`src/rtl/cache_plru_tree_if.sv`:
```
// -----------------------------------------------------------------------------
// cache_plru_tree_if
// Request/response bundle between a tag pipeline (master) and the tree
// pseudo-LRU tracker (slave).
//
// Handshake: there is no backpressure. A request is a one-cycle pulse of
// access_en or fill_en, and the tracker takes it when init_done is high.
// update_en is a one-cycle pulse in the cycle after an access_en. fill_way_idx
// is valid in the cycle after fill_en and is 0 in every other cycle.
//
// Signals:
//   init_done      tracker -> tag  all sets initialised, requests honoured
//   access_en/set  tag -> tracker  cycle-1 lookup of a set
//   update_en/way  tag -> tracker  cycle-2 hit way for the looked-up set
//   fill_en/set    tag -> tracker  cycle-1 victim request
//   fill_way_idx   tracker -> tag  cycle-2 victim way
// -----------------------------------------------------------------------------
interface cache_plru_tree_if #(
  parameter int NUM_WAYS = 4,
  parameter int NUM_SETS = 16
);
  localparam int NUM_WAYS_LOG = $clog2(NUM_WAYS);
  localparam int NUM_SETS_LOG = $clog2(NUM_SETS);

  logic                    init_done;
  logic                    access_en;
  logic [NUM_SETS_LOG-1:0] access_set;
  logic                    update_en;
  logic [NUM_WAYS_LOG-1:0] update_way_idx;
  logic                    fill_en;
  logic [NUM_SETS_LOG-1:0] fill_set;
  logic [NUM_WAYS_LOG-1:0] fill_way_idx;

  modport master (
    output access_en, access_set, update_en, update_way_idx, fill_en, fill_set,
    input  init_done, fill_way_idx
  );

  modport slave (
    input  access_en, access_set, update_en, update_way_idx, fill_en, fill_set,
    output init_done, fill_way_idx
  );
endinterface

```
`src/rtl/cache_plru_tree.sv`:
```
// -----------------------------------------------------------------------------
// cache_plru_tree
// Tree pseudo-LRU replacement tracker. Each set holds NUM_WAYS-1 node bits in
// a 1-read/1-write synchronous memory (read data returns the old contents on
// a same-address read/write). After reset, a sweep writes zero into every
// set; then the tracker reads flags in cycle 1 and writes the touched flags
// in cycle 2.
//
// Optional feature macro: CACHE_PLRU_BYPASS_EN. When it is defined, a write
// that hits the set being read in the same cycle is forwarded, so
// back-to-back operations on one set see each other's update.
//
// Ports:
//   clk        clock, rising edge
//   rst_n      asynchronous active-low reset
//   bus        cache_plru_tree_if slave modport (requests, victim, init_done)
//   dbg_state  FSM state: 0 = INIT (sweeping), 1 = READY
// -----------------------------------------------------------------------------
module cache_plru_tree #(
  parameter int NUM_WAYS = 4,
  parameter int NUM_SETS = 16
) (
  input  logic              clk,
  input  logic              rst_n,
  cache_plru_tree_if.slave  bus,
  output logic              dbg_state
);
  localparam int NUM_WAYS_LOG = $clog2(NUM_WAYS);
  localparam int NUM_SETS_LOG = $clog2(NUM_SETS);
  localparam int NODES        = NUM_WAYS - 1;

  typedef enum logic {ST_INIT = 1'b0, ST_READY = 1'b1} state_t;

  state_t                  state, state_next;
  logic [NUM_SETS_LOG-1:0] sweep_cnt;
  logic                    sweep_we;
  logic                    ready;

  logic                    read_en;
  logic [NUM_SETS_LOG-1:0] read_set;
  logic [NUM_SETS_LOG-1:0] write_set;
  logic                    was_fill;
  logic                    write_en;
  logic [NODES-1:0]        rd_data;
  logic [NODES-1:0]        flags_cur;
  logic [NODES-1:0]        new_flags;
  logic [NUM_WAYS_LOG-1:0] victim;
  logic [NUM_WAYS_LOG-1:0] touch_way;

  logic [NODES-1:0]        mem [NUM_SETS];
  logic                    mem_we;
  logic [NUM_SETS_LOG-1:0] mem_waddr;
  logic [NODES-1:0]        mem_wdata;

  // ---------------------------------------------------------------- FSM
  always_ff @(posedge clk or negedge rst_n) begin
    if (!rst_n) state <= ST_INIT;
    else        state <= state_next;
  end

  always_comb begin
    state_next = state;
    if (state == ST_INIT && sweep_cnt == NUM_SETS_LOG'(NUM_SETS - 1))
      state_next = ST_READY;
  end

  always_comb begin
    ready    = (state == ST_READY);
    sweep_we = (state == ST_INIT);
  end

  always_ff @(posedge clk or negedge rst_n) begin
    if (!rst_n)        sweep_cnt <= '0;
    else if (sweep_we) sweep_cnt <= sweep_cnt + NUM_SETS_LOG'(1);
  end

  assign dbg_state     = state;
  assign bus.init_done = ready;

  // ------------------------------------------------------- cycle 1: read
  // Fill wins the single read port over a same-cycle access.
  assign read_en  = (bus.access_en | bus.fill_en) & ready;
  assign read_set = bus.fill_en ? bus.fill_set : bus.access_set;

  always_ff @(posedge clk or negedge rst_n) begin
    if (!rst_n) begin
      write_set <= '0;
      was_fill  <= 1'b0;
      rd_data   <= '0;
    end else begin
      was_fill <= read_en & bus.fill_en;
      if (read_en) begin
        write_set <= read_set;
        rd_data   <= mem[read_set];
      end
    end
  end

  // ------------------------------------------------ same-set forwarding
`ifdef CACHE_PLRU_BYPASS_EN
  logic             byp_valid;
  logic [NODES-1:0] byp_data;

  always_ff @(posedge clk or negedge rst_n) begin
    if (!rst_n) begin
      byp_valid <= 1'b0;
      byp_data  <= '0;
    end else begin
      byp_valid <= write_en & read_en & (write_set == read_set);
      byp_data  <= new_flags;
    end
  end

  assign flags_cur = byp_valid ? byp_data : rd_data;
`else
  assign flags_cur = rd_data;
`endif

  // ------------------------------------------------------ cycle 2: walk
  // Follow the node bits from the root; each level contributes one bit of
  // the way index, MSB first.
  always_comb begin
    logic [NUM_WAYS_LOG-1:0] node;
    logic                    b;
    node   = '0;
    b      = 1'b0;
    victim = '0;
    for (int lvl = 0; lvl < NUM_WAYS_LOG; lvl++) begin
      b = flags_cur[node];
      victim[NUM_WAYS_LOG-1-lvl] = b;
      node = (node << 1) + NUM_WAYS_LOG'(1) + NUM_WAYS_LOG'(b);
    end
  end

  // A hit notification in the same cycle as a fill result is dropped.
  assign write_en  = ready & (was_fill | bus.update_en);
  assign touch_way = was_fill ? victim : bus.update_way_idx;

  // Every node on the touched way's path points to the other subtree.
  always_comb begin
    logic [NUM_WAYS_LOG-1:0] node;
    logic                    b;
    node      = '0;
    b         = 1'b0;
    new_flags = flags_cur;
    for (int lvl = 0; lvl < NUM_WAYS_LOG; lvl++) begin
      b = touch_way[NUM_WAYS_LOG-1-lvl];
      new_flags[node] = ~b;
      node = (node << 1) + NUM_WAYS_LOG'(1) + NUM_WAYS_LOG'(b);
    end
  end

  assign bus.fill_way_idx = was_fill ? victim : '0;

  // ----------------------------------------------------- flag storage
  // Sweep and normal writes are exclusive: write_en requires READY.
  assign mem_we    = sweep_we | write_en;
  assign mem_waddr = sweep_we ? sweep_cnt : write_set;
  assign mem_wdata = sweep_we ? '0 : new_flags;

  always_ff @(posedge clk) begin
    if (mem_we) mem[mem_waddr] <= mem_wdata;
  end
endmodule

```
`src/flat_wrapper.sv`:
```
// flat-port wrapper written by rule: the top's interface ports become plain ports
module cache_plru_tree_flat 
#(
  parameter int NUM_WAYS = 4,
  parameter int NUM_SETS = 16
)
  (clk, rst_n, dbg_state, bus_access_en, bus_access_set, bus_update_en, bus_update_way_idx, bus_fill_en, bus_fill_set, bus_init_done, bus_fill_way_idx);
  cache_plru_tree_if #(.NUM_WAYS(NUM_WAYS), .NUM_SETS(NUM_SETS)) bus_i ();
  input  logic clk;
  input  logic rst_n;
  output logic dbg_state;
  input wire logic [$bits(bus_i.access_en)-1:0] bus_access_en;
  input wire logic [$bits(bus_i.access_set)-1:0] bus_access_set;
  input wire logic [$bits(bus_i.update_en)-1:0] bus_update_en;
  input wire logic [$bits(bus_i.update_way_idx)-1:0] bus_update_way_idx;
  input wire logic [$bits(bus_i.fill_en)-1:0] bus_fill_en;
  input wire logic [$bits(bus_i.fill_set)-1:0] bus_fill_set;
  output wire logic [$bits(bus_i.init_done)-1:0] bus_init_done;
  output wire logic [$bits(bus_i.fill_way_idx)-1:0] bus_fill_way_idx;
  assign bus_i.access_en = bus_access_en;
  assign bus_i.access_set = bus_access_set;
  assign bus_i.update_en = bus_update_en;
  assign bus_i.update_way_idx = bus_update_way_idx;
  assign bus_i.fill_en = bus_fill_en;
  assign bus_i.fill_set = bus_fill_set;
  assign bus_init_done = bus_i.init_done;
  assign bus_fill_way_idx = bus_i.fill_way_idx;
  cache_plru_tree #(.NUM_WAYS(NUM_WAYS), .NUM_SETS(NUM_SETS)) u_core (.clk(clk), .rst_n(rst_n), .bus(bus_i), .dbg_state(dbg_state));
endmodule
```
`config.mk`:
```
export PLATFORM = sky130hd
export DESIGN_NAME = cache_plru_tree_flat
export DESIGN_NICKNAME = d
export VERILOG_FILES = /design/src/rtl/cache_plru_tree_if.sv /design/src/rtl/cache_plru_tree.sv /design/src/flat_wrapper.sv
export SDC_FILE = /design/constraint.sdc
export NUM_CORES = 1
export LEC_CHECK = 0
export BUFFER_PORTS_ARGS = -buffer_cell sky130_fd_sc_hd__buf_2
export CORE_AREA = 2 2 104 81
export DETAILED_ROUTE_END_ITERATION = 12
export DIE_AREA = 0 0 106 83
export GPL_TIMING_DRIVEN = 0
export PLACE_DENSITY = 0.54
export SKIP_LAST_GASP = 1
export SLEW_MARGIN = 0
export SYNTH_ARGS = -nofsm -noshare
export SYNTH_HDL_FRONTEND = slang
export SYNTH_SLANG_ARGS = --single-unit
```
`constraint.sdc`:
```
create_clock -name clk -period 2.12 [get_ports clk]
set_clock_uncertainty 0.15 [all_clocks]
set_input_delay 0.106 -clock clk [delete_from_list [all_inputs] [get_ports clk]]
set_output_delay 0.106 -clock clk [all_outputs]
set_load 0.02 [all_outputs]
```
==> out/qor.csv, run 1 <==
metric,value,unit
status,completed,
Clock Path Buffers,2,
CP Buf/Inv Count,1,
largest net degree at the start of global routing,17,
Clock Latency Late Sink,0.35,ns
final hold slack,0.0319,ns
I/O pins,19,
Worst Tran Pin Value,0.707,ns
critical path cell sequence,clkbuf_2 -> nor3b_1 -> a31oi_1 -> nor2_1,
Rel. slew slack,0.527,
ant diodes,0,
Starting Density,0.400,
CTS tree,done,
Mapped Area,3100,um^2
drt via density,5.38,
global-route wire length before repair,11.9,mm
post-synthesis net count,290,
"Largest delay share family, worst path",compound AO/OA/AOI/OAI gates,
Worst VDD drop,0.355,mV
Hold Fails Final Rpt,0,
number of global-route vias before repair,2233,
Layout Cells excl Fill,415,
fin crit share,0.927,
synthesized flop and latch total,61,
# rows,28,
CTS sink cnt,61,
total CTS buffers,9,
Layout area overhead,14.2,%
initial antenna violation count,0,
Finish-stage setup viols,0,
Post-Synthesis Cells,274,
synth warn,0,
CP Class,register to register,
Crit path largest cell delay,0.48,ns
fill count,736,
CP Capture Type,register,
routed wire length,7.44,mm
RSZ-0062 raised after global routing,no,
routability congestion estimate,0.845,
max-cap viol count,0,
maximum fanout along the worst path,10,
Die X,106,um
fraction of layout cells with a size suffix above 1,0.181,
via count,2231,
Leak,0.00127,uW
Hold Path Class,input port to async pin,
post-route ant nets,0,
Layout Nets,323,
"Slew Viols, Final",0,
final worst slack,0.156,ns
Congestion Overflow GR,0,
dpl cells,397,
die area,8800,um^2
Final HPWL DP,5.37,mm
power density cells,749,nW/um^2
dpl ws,-0.386,ns
"Distinct cells, synth",39,
"Seq/Total Area, Yosys",0.570,
FMAX,509,MHz
worst path required time,2.02,ns
Residual DRC,0,
CORE AREA,7740,um^2
post-synthesis area per instance,11.3,um^2
root buffer cell,clkbuf_8,
CTS H-tree depth,3,
Initial DRT Pass Iterations,4,
Clock transition at path regs,0.07,ns
Worst setup SP type,register,
CP arrival,1.87,ns
I/O Buffers,18,
DR WL/cell,17.9,um
Tmin final,1.96,ns
Tot GR Track Use,0.183,
CP max-delay cell,a31oi_1,
number of DRC markers in iteration 0,146,
die height,83,um
-- cell usage in the layout, fill, tap and decap left out, types with 7 or more instances in the layout --
| master | instances |
|---|---|
| edfxtp_1 | 48 |
| nand2b_1 | 37 |
| nor2_1 | 26 |
| o21ai_0 | 20 |
| buf_2 | 19 |
| a22oi_1 | 17 |
| dfrtp_1 | 13 |
| a21oi_1 | 12 |
| inv_1 | 11 |
| nand2_1 | 10 |
| o221ai_1 | 9 |
| clkbuf_8 | 9 |
| a22oi_2 | 7 |
-- path summary, 6_finish.rpt --
check | startpoint | end | slack, ns | depth (start not counted)
max in group asynchronous | rst_n | u_core.write_set[2]$_DFFE_PN0P_ | 1.54 | 2
worst min-delay path | rst_n | u_core.sweep_cnt[3]$_DFFE_PN0N_ | 0.03 | 2
min in group clk | bus_fill_en | u_core.was_fill$_DFF_PN0_ | 0.11 | 3
worst max-delay path | u_core.bus.init_done$_DFFE_PN0P_ | u_core.mem[9][2]$_DFFE_PP_ | 0.16 | 4
worst min register to register | u_core.sweep_cnt[2]$_DFFE_PN0N_ | u_core.bus.init_done$_DFFE_PN0P_ | 0.36 | 1
worst max register to register | u_core.bus.init_done$_DFFE_PN0P_ | u_core.mem[9][2]$_DFFE_PP_ | 0.16 | 4
-- repair_timing --
action,in CTS,in global routing
pin swaps,0,0
hold buffers,5,0
setup buffers,0,0
gates resized for setup,5,4
endpoints found under the setup margin,56,96
endpoints found under the hold margin,15,0
-- power breakdown --
group / internal [uW] / switching [uW]
registers: 1390 / 36.1
logic: 146 / 256
clock network: 405 / 419
-- cell type report --
| type | count | area, um^2 | area share |
|---|---|---|---|
| plain buffers | 13 | 82.6 | 0.0233 |
| clock buffers | 11 | 131 | 0.0371 |
| clock inverters | 3 | 15.0 | 0.00424 |
| inverters | 11 | 41.3 | 0.0117 |
| multi-input cells | 188 | 1230 | 0.348 |
| flip-flops and latches | 61 | 1770 | 0.499 |
| well taps | 105 | 131 | 0.0371 |
| repair buffers | 23 | 140 | 0.0396 |
-- cells by family after synthesis --
kind of cell / synth area share
buffers and inverters: 0.0404
multiplexers: 0.0218
AND/OR/NAND/NOR: 0.153
adder cells (fa/ha/maj): 0.00403
flip-flops: 0.570
AO/OA/AOI/OAI: 0.197
XOR/XNOR: 0.0141
-- worst reg2reg max path: cells and delay by family, from the launching register on --
family	cells	cell delay (ns)
AO/OA/AOI/OAI	1	0.48
buffers and inverters	1	0.28
AND/OR/NAND/NOR	2	0.29
flip-flops	1	0.46
-- cells in the mapped netlist --
cell	instances	share of area
mux2_4	1	0.0048
nand2_1	10	0.012
a31o_2	1	0.0028
xnor2_1	4	0.011
buf_4	4	0.0097
mux2i_1	3	0.0097
a31oi_1	4	0.0081
nor2_1	27	0.033
o31ai_1	4	0.0097
o32a_1	3	0.0097
ha_1	1	0.0040
nand3_1	1	0.0016
o221ai_1	9	0.025
o21a_1	2	0.0048
or3_1	1	0.0020
a32oi_1	1	0.0028
a211oi_1	1	0.0024
edfxtp_1	48	0.46
and2b_1	2	0.0048
dfrtp_1	13	0.10
nor3b_1	1	0.0024
nor3_1	2	0.0032
inv_1	11	0.013
mux2_2	2	0.0073
o22ai_1	5	0.010
buf_6	2	0.0073
a22oi_2	7	0.028
xor2_1	1	0.0028
and2_1	3	0.0061
buf_2	1	0.0016
nor2b_1	3	0.0061
and2_4	1	0.0028
o21ai_0	20	0.032
a22oi_1	17	0.041
clkbuf_1	7	0.0085
nand2b_1	37	0.075
nor2_2	1	0.0020
nand3b_1	1	0.0024
a21oi_1	12	0.019
-- per-layer routing --
| layer | up-vias | part of all wire | global-route usage |
|---|---|---|---|
| met5 | - | 0 | 0 |
| met4 | 0 | 0.0077 | 0.0502 |
| met3 | 6 | 0.059 | 0.0597 |
| met2 | 52 | 0.45 | 0.273 |
| met1 | 1086 | 0.48 | 0.257 |
| li1 | 1087 | - | - |
-- registers in the layout, summed over array words and instances, names as in the netlist --
register and count:
u_core.mem 48, u_core.sweep_cnt 4, u_core.write_set 4, u_core.flags_cur 3, u_core.bus.init_done 1, u_core.was_fill 1
-- stage by stage --
| stage | power, uW | TNS [ns] | instance area (um^2) | util |
|---|---|---|---|---|
| 2_1_floorplan | 1690 | 0 | 3100 | - |
| 3_3_place_gp | 1840 | -10.74 | 3320 | 0.429 |
| 3_5_place_dp | 1840 | -12.92 | 3320 | 0.429 |
| 4_1_cts | 2690 | 0 | 3540 | 0.457 |
| 5_1_grt | 2790 | 0 | 3540 | 0.457 |
| 6_report | 2650 | 0 | 3540 | 0.457 |
Power figures use the tool's default switching activity.
==> inputs of run 2 (changes only) <==
ABC_CLOCK_PERIOD_IN_PS = 2120   (was default)
CORE_AREA = 2 2 90 71   (was 2 2 104 81)
DIE_AREA = 0 0 92 73   (was 0 0 106 83)
PLACE_DENSITY = 0.69   (was 0.54)
==> out/qor.csv, run 2 (synthesis results as in run 1) <==
metric,value,unit,change
RR Endpoint,u_core.mem[6][0]$_DFFE_PP_,,was u_core.mem[9][2]$_DFFE_PP_
Starting Density,0.522,,was 0.400
Worst Tran Pin Value,0.738,ns,was 0.707 ns
CP arrival,1.80,ns,was 1.87 ns
I/O pins,19,,unchanged
Leak,0.00127,uW,about the same
critical path cell sequence,clkbuf_2 -> mux2i_1 -> nand2_1 -> nor2_1,,was clkbuf_2 -> nor3b_1 -> a31oi_1 -> nor2_1
fin crit share,0.916,,was 0.927
Final HPWL DP,4.97,mm,was 5.37 mm
root buffer cell,clkbuf_8,,unchanged
number of global-route vias before repair,2258,,was 2233
Reg2Reg Launch Point,u_core.bus.init_done$_DFFE_PN0P_,,unchanged
Clock Latency Late Sink,0.33,ns,was 0.35 ns
post-route ant nets,0,,unchanged
Finish-stage setup viols,0,,unchanged
"Design Area, Final",3530,um^2,was 3540 um^2
Rel. slew slack,0.506,,was 0.527
dpl cells,373,,was 397
CTS H-tree depth,3,,unchanged
Die X,92,um,was 106 um
maximum fanout along the worst path,10,,unchanged
status,completed,,unchanged
total CTS buffers,9,,unchanged
max reg flops,48,,unchanged
"commonest non-fill, non-tap cells in the layout","48 x edfxtp_1, 37 x nand2b_1, 26 x nor2_1",,unchanged
R2R cell count,4,,unchanged
"Slew Viols, Final",0,,unchanged
fraction of layout cells with a size suffix above 1,0.184,,was 0.181
power density cells,786,nW/um^2,was 749 nW/um^2
FMAX,515,MHz,was 509 MHz
Top Registers,"u_core.mem (48), u_core.sweep_cnt (4), u_core.write_set (4)",,unchanged
die height,73,um,was 83 um
CTS sink cnt,61,,unchanged
ant diodes,0,,unchanged
drt via density,5.75,,was 5.38
Layout area overhead,13.9,%,was 14.2%
Sequential cell area,1770,um^2,unchanged
Worst VDD drop,0.442,mV,was 0.355 mV
die area,6720,um^2,was 8800 um^2
Layout Cells excl Fill,391,,was 415
Hold EP,u_core.write_set[3]$_DFFE_PN0P_,,
multi-input logic area,1240,um^2,was 1230 um^2
final worst slack,0.179,ns,was 0.156 ns
CTS tree,done,,unchanged
Clock Path Buffers,2,,unchanged
Hold Crit Depth,3,,
Clock transition at path regs,0.06,ns,was 0.07 ns
via count,2250,,was 2231
routed wire length,7.05,mm,was 7.44 mm
Congestion Overflow GR,0,,unchanged
fill count,499,,was 736
CP Class,register to register,,unchanged
Crit path largest cell delay,0.48,ns,about the same
Hold Path Class,input port to register,,was input port to async pin
Tmin final,1.94,ns,was 1.96 ns
number of DRC markers in iteration 0,194,,was 146
CP max-delay cell,dfrtp_1,,was a31oi_1
R2R Setup Slk,0.18,ns,was 0.16 ns
Initial DRT Pass Iterations,5,,was 4
routability congestion estimate,0.785,,was 0.845
worst path required time,1.98,ns,was 2.02 ns
global-route wire length before repair,11.6,mm,was 11.9 mm
max-cap viol count,0,,unchanged
launch point of the worst hold path,bus_access_set[3],,
CORE AREA,5940,um^2,was 7740 um^2
Worst setup SP type,register,,unchanged
RSZ-0062 raised after global routing,no,,unchanged
Layout Nets,321,,was 323
Hold Fails Final Rpt,0,,unchanged
placed cell area,3290,um^2,was 3320 um^2
CP Capture Type,register,,unchanged
# rows,25,,was 28
largest net degree at the start of global routing,17,,unchanged
Tot GR Track Use,0.234,,was 0.183
dpl ws,-0.287,ns,was -0.386 ns
I/O Buffers,18,,unchanged
DR WL/cell,18.0,um,was 17.9 um
initial antenna violation count,0,,unchanged
largest register by flop count,u_core.mem,,unchanged
Residual DRC,0,,unchanged
"commonest non-fill, non-tap cell in the layout",edfxtp_1,,unchanged
run 2: layer usage:
layer	up-vias	part of all wire	global-route usage
met5	-	0	0
met4	0	0.012	0.0647
met3	9	0.058	0.0713
met2	55	0.46	0.375
met1	1100	0.47	0.313
li1	1086	-	-
run 2: layout make-up:
class / instances / area share
Clock inverter: 6 / 0.0152
Buffer: 13 / 0.0234
Sequential cell: 61 / 0.500
Inverter: 11 / 0.0117
Multi-Input combinational cell: 188 / 0.351
Timing Repair Buffer: 21 / 0.0340
Tap cell: 81 / 0.0287
Clock buffer: 10 / 0.0361
run 2: worst max path at each step:
stage / start / end / slack [ns]
after floorplan: u_core.bus.init_done$_DFFE_PN0P_ / u_core.mem[6][0]$_DFFE_PP_ / 0.26
after detailed placement: u_core.bus.init_done$_DFFE_PN0P_ / u_core.mem[0][0]$_DFFE_PP_ / -0.29
after CTS: u_core.bus.init_done$_DFFE_PN0P_ / u_core.mem[1][1]$_DFFE_PP_ / -0.02
after global routing: u_core.bus.init_done$_DFFE_PN0P_ / u_core.mem[14][1]$_DFFE_PP_ / 0.01
after global placement: u_core.bus.init_done$_DFFE_PN0P_ / u_core.mem[0][0]$_DFFE_PP_ / -0.25
final: u_core.bus.init_done$_DFFE_PN0P_ / u_core.mem[6][0]$_DFFE_PP_ / 0.18
run 2: power by group:
group          internal, uW  switching, uW
Sequential             1390           35.5
Clock                   528            422
Combinational           144            256
run 2: critical path, delay by kind of cell, from the launching register on:
| family | cells | cell delay (ns) |
|---|---|---|
| multiplexers | 1 | 0.26 |
| AND/OR/NAND/NOR | 2 | 0.44 |
| buffers and inverters | 1 | 0.28 |
| flip-flops | 1 | 0.48 |
run 2: what timing repair did:
action | CTS | global route
endpoints found under the hold margin | 14 | 0
setup buffers | 0 | 0
cloned | 0 | 0
setup endpoints to repair | 56 | 78
hold buffers | 3 | 0
gates resized for setup | 4 | 6
run 2: stage by stage:
stage / hold WS (ns) / total power [uW] / util / setup TNS, ns
floorplan: -0.340 / 1690 / - / 0
CTS: 0.000383 / 2790 / 0.593 / -0.157
finish: 0.0122 / 2780 / 0.594 / 0
detailed placement: -0.141 / 1830 / 0.554 / -8.63
global route: 0.0101 / 2900 / 0.594 / 0
global placement: -0.146 / 1820 / 0.554 / -7.31
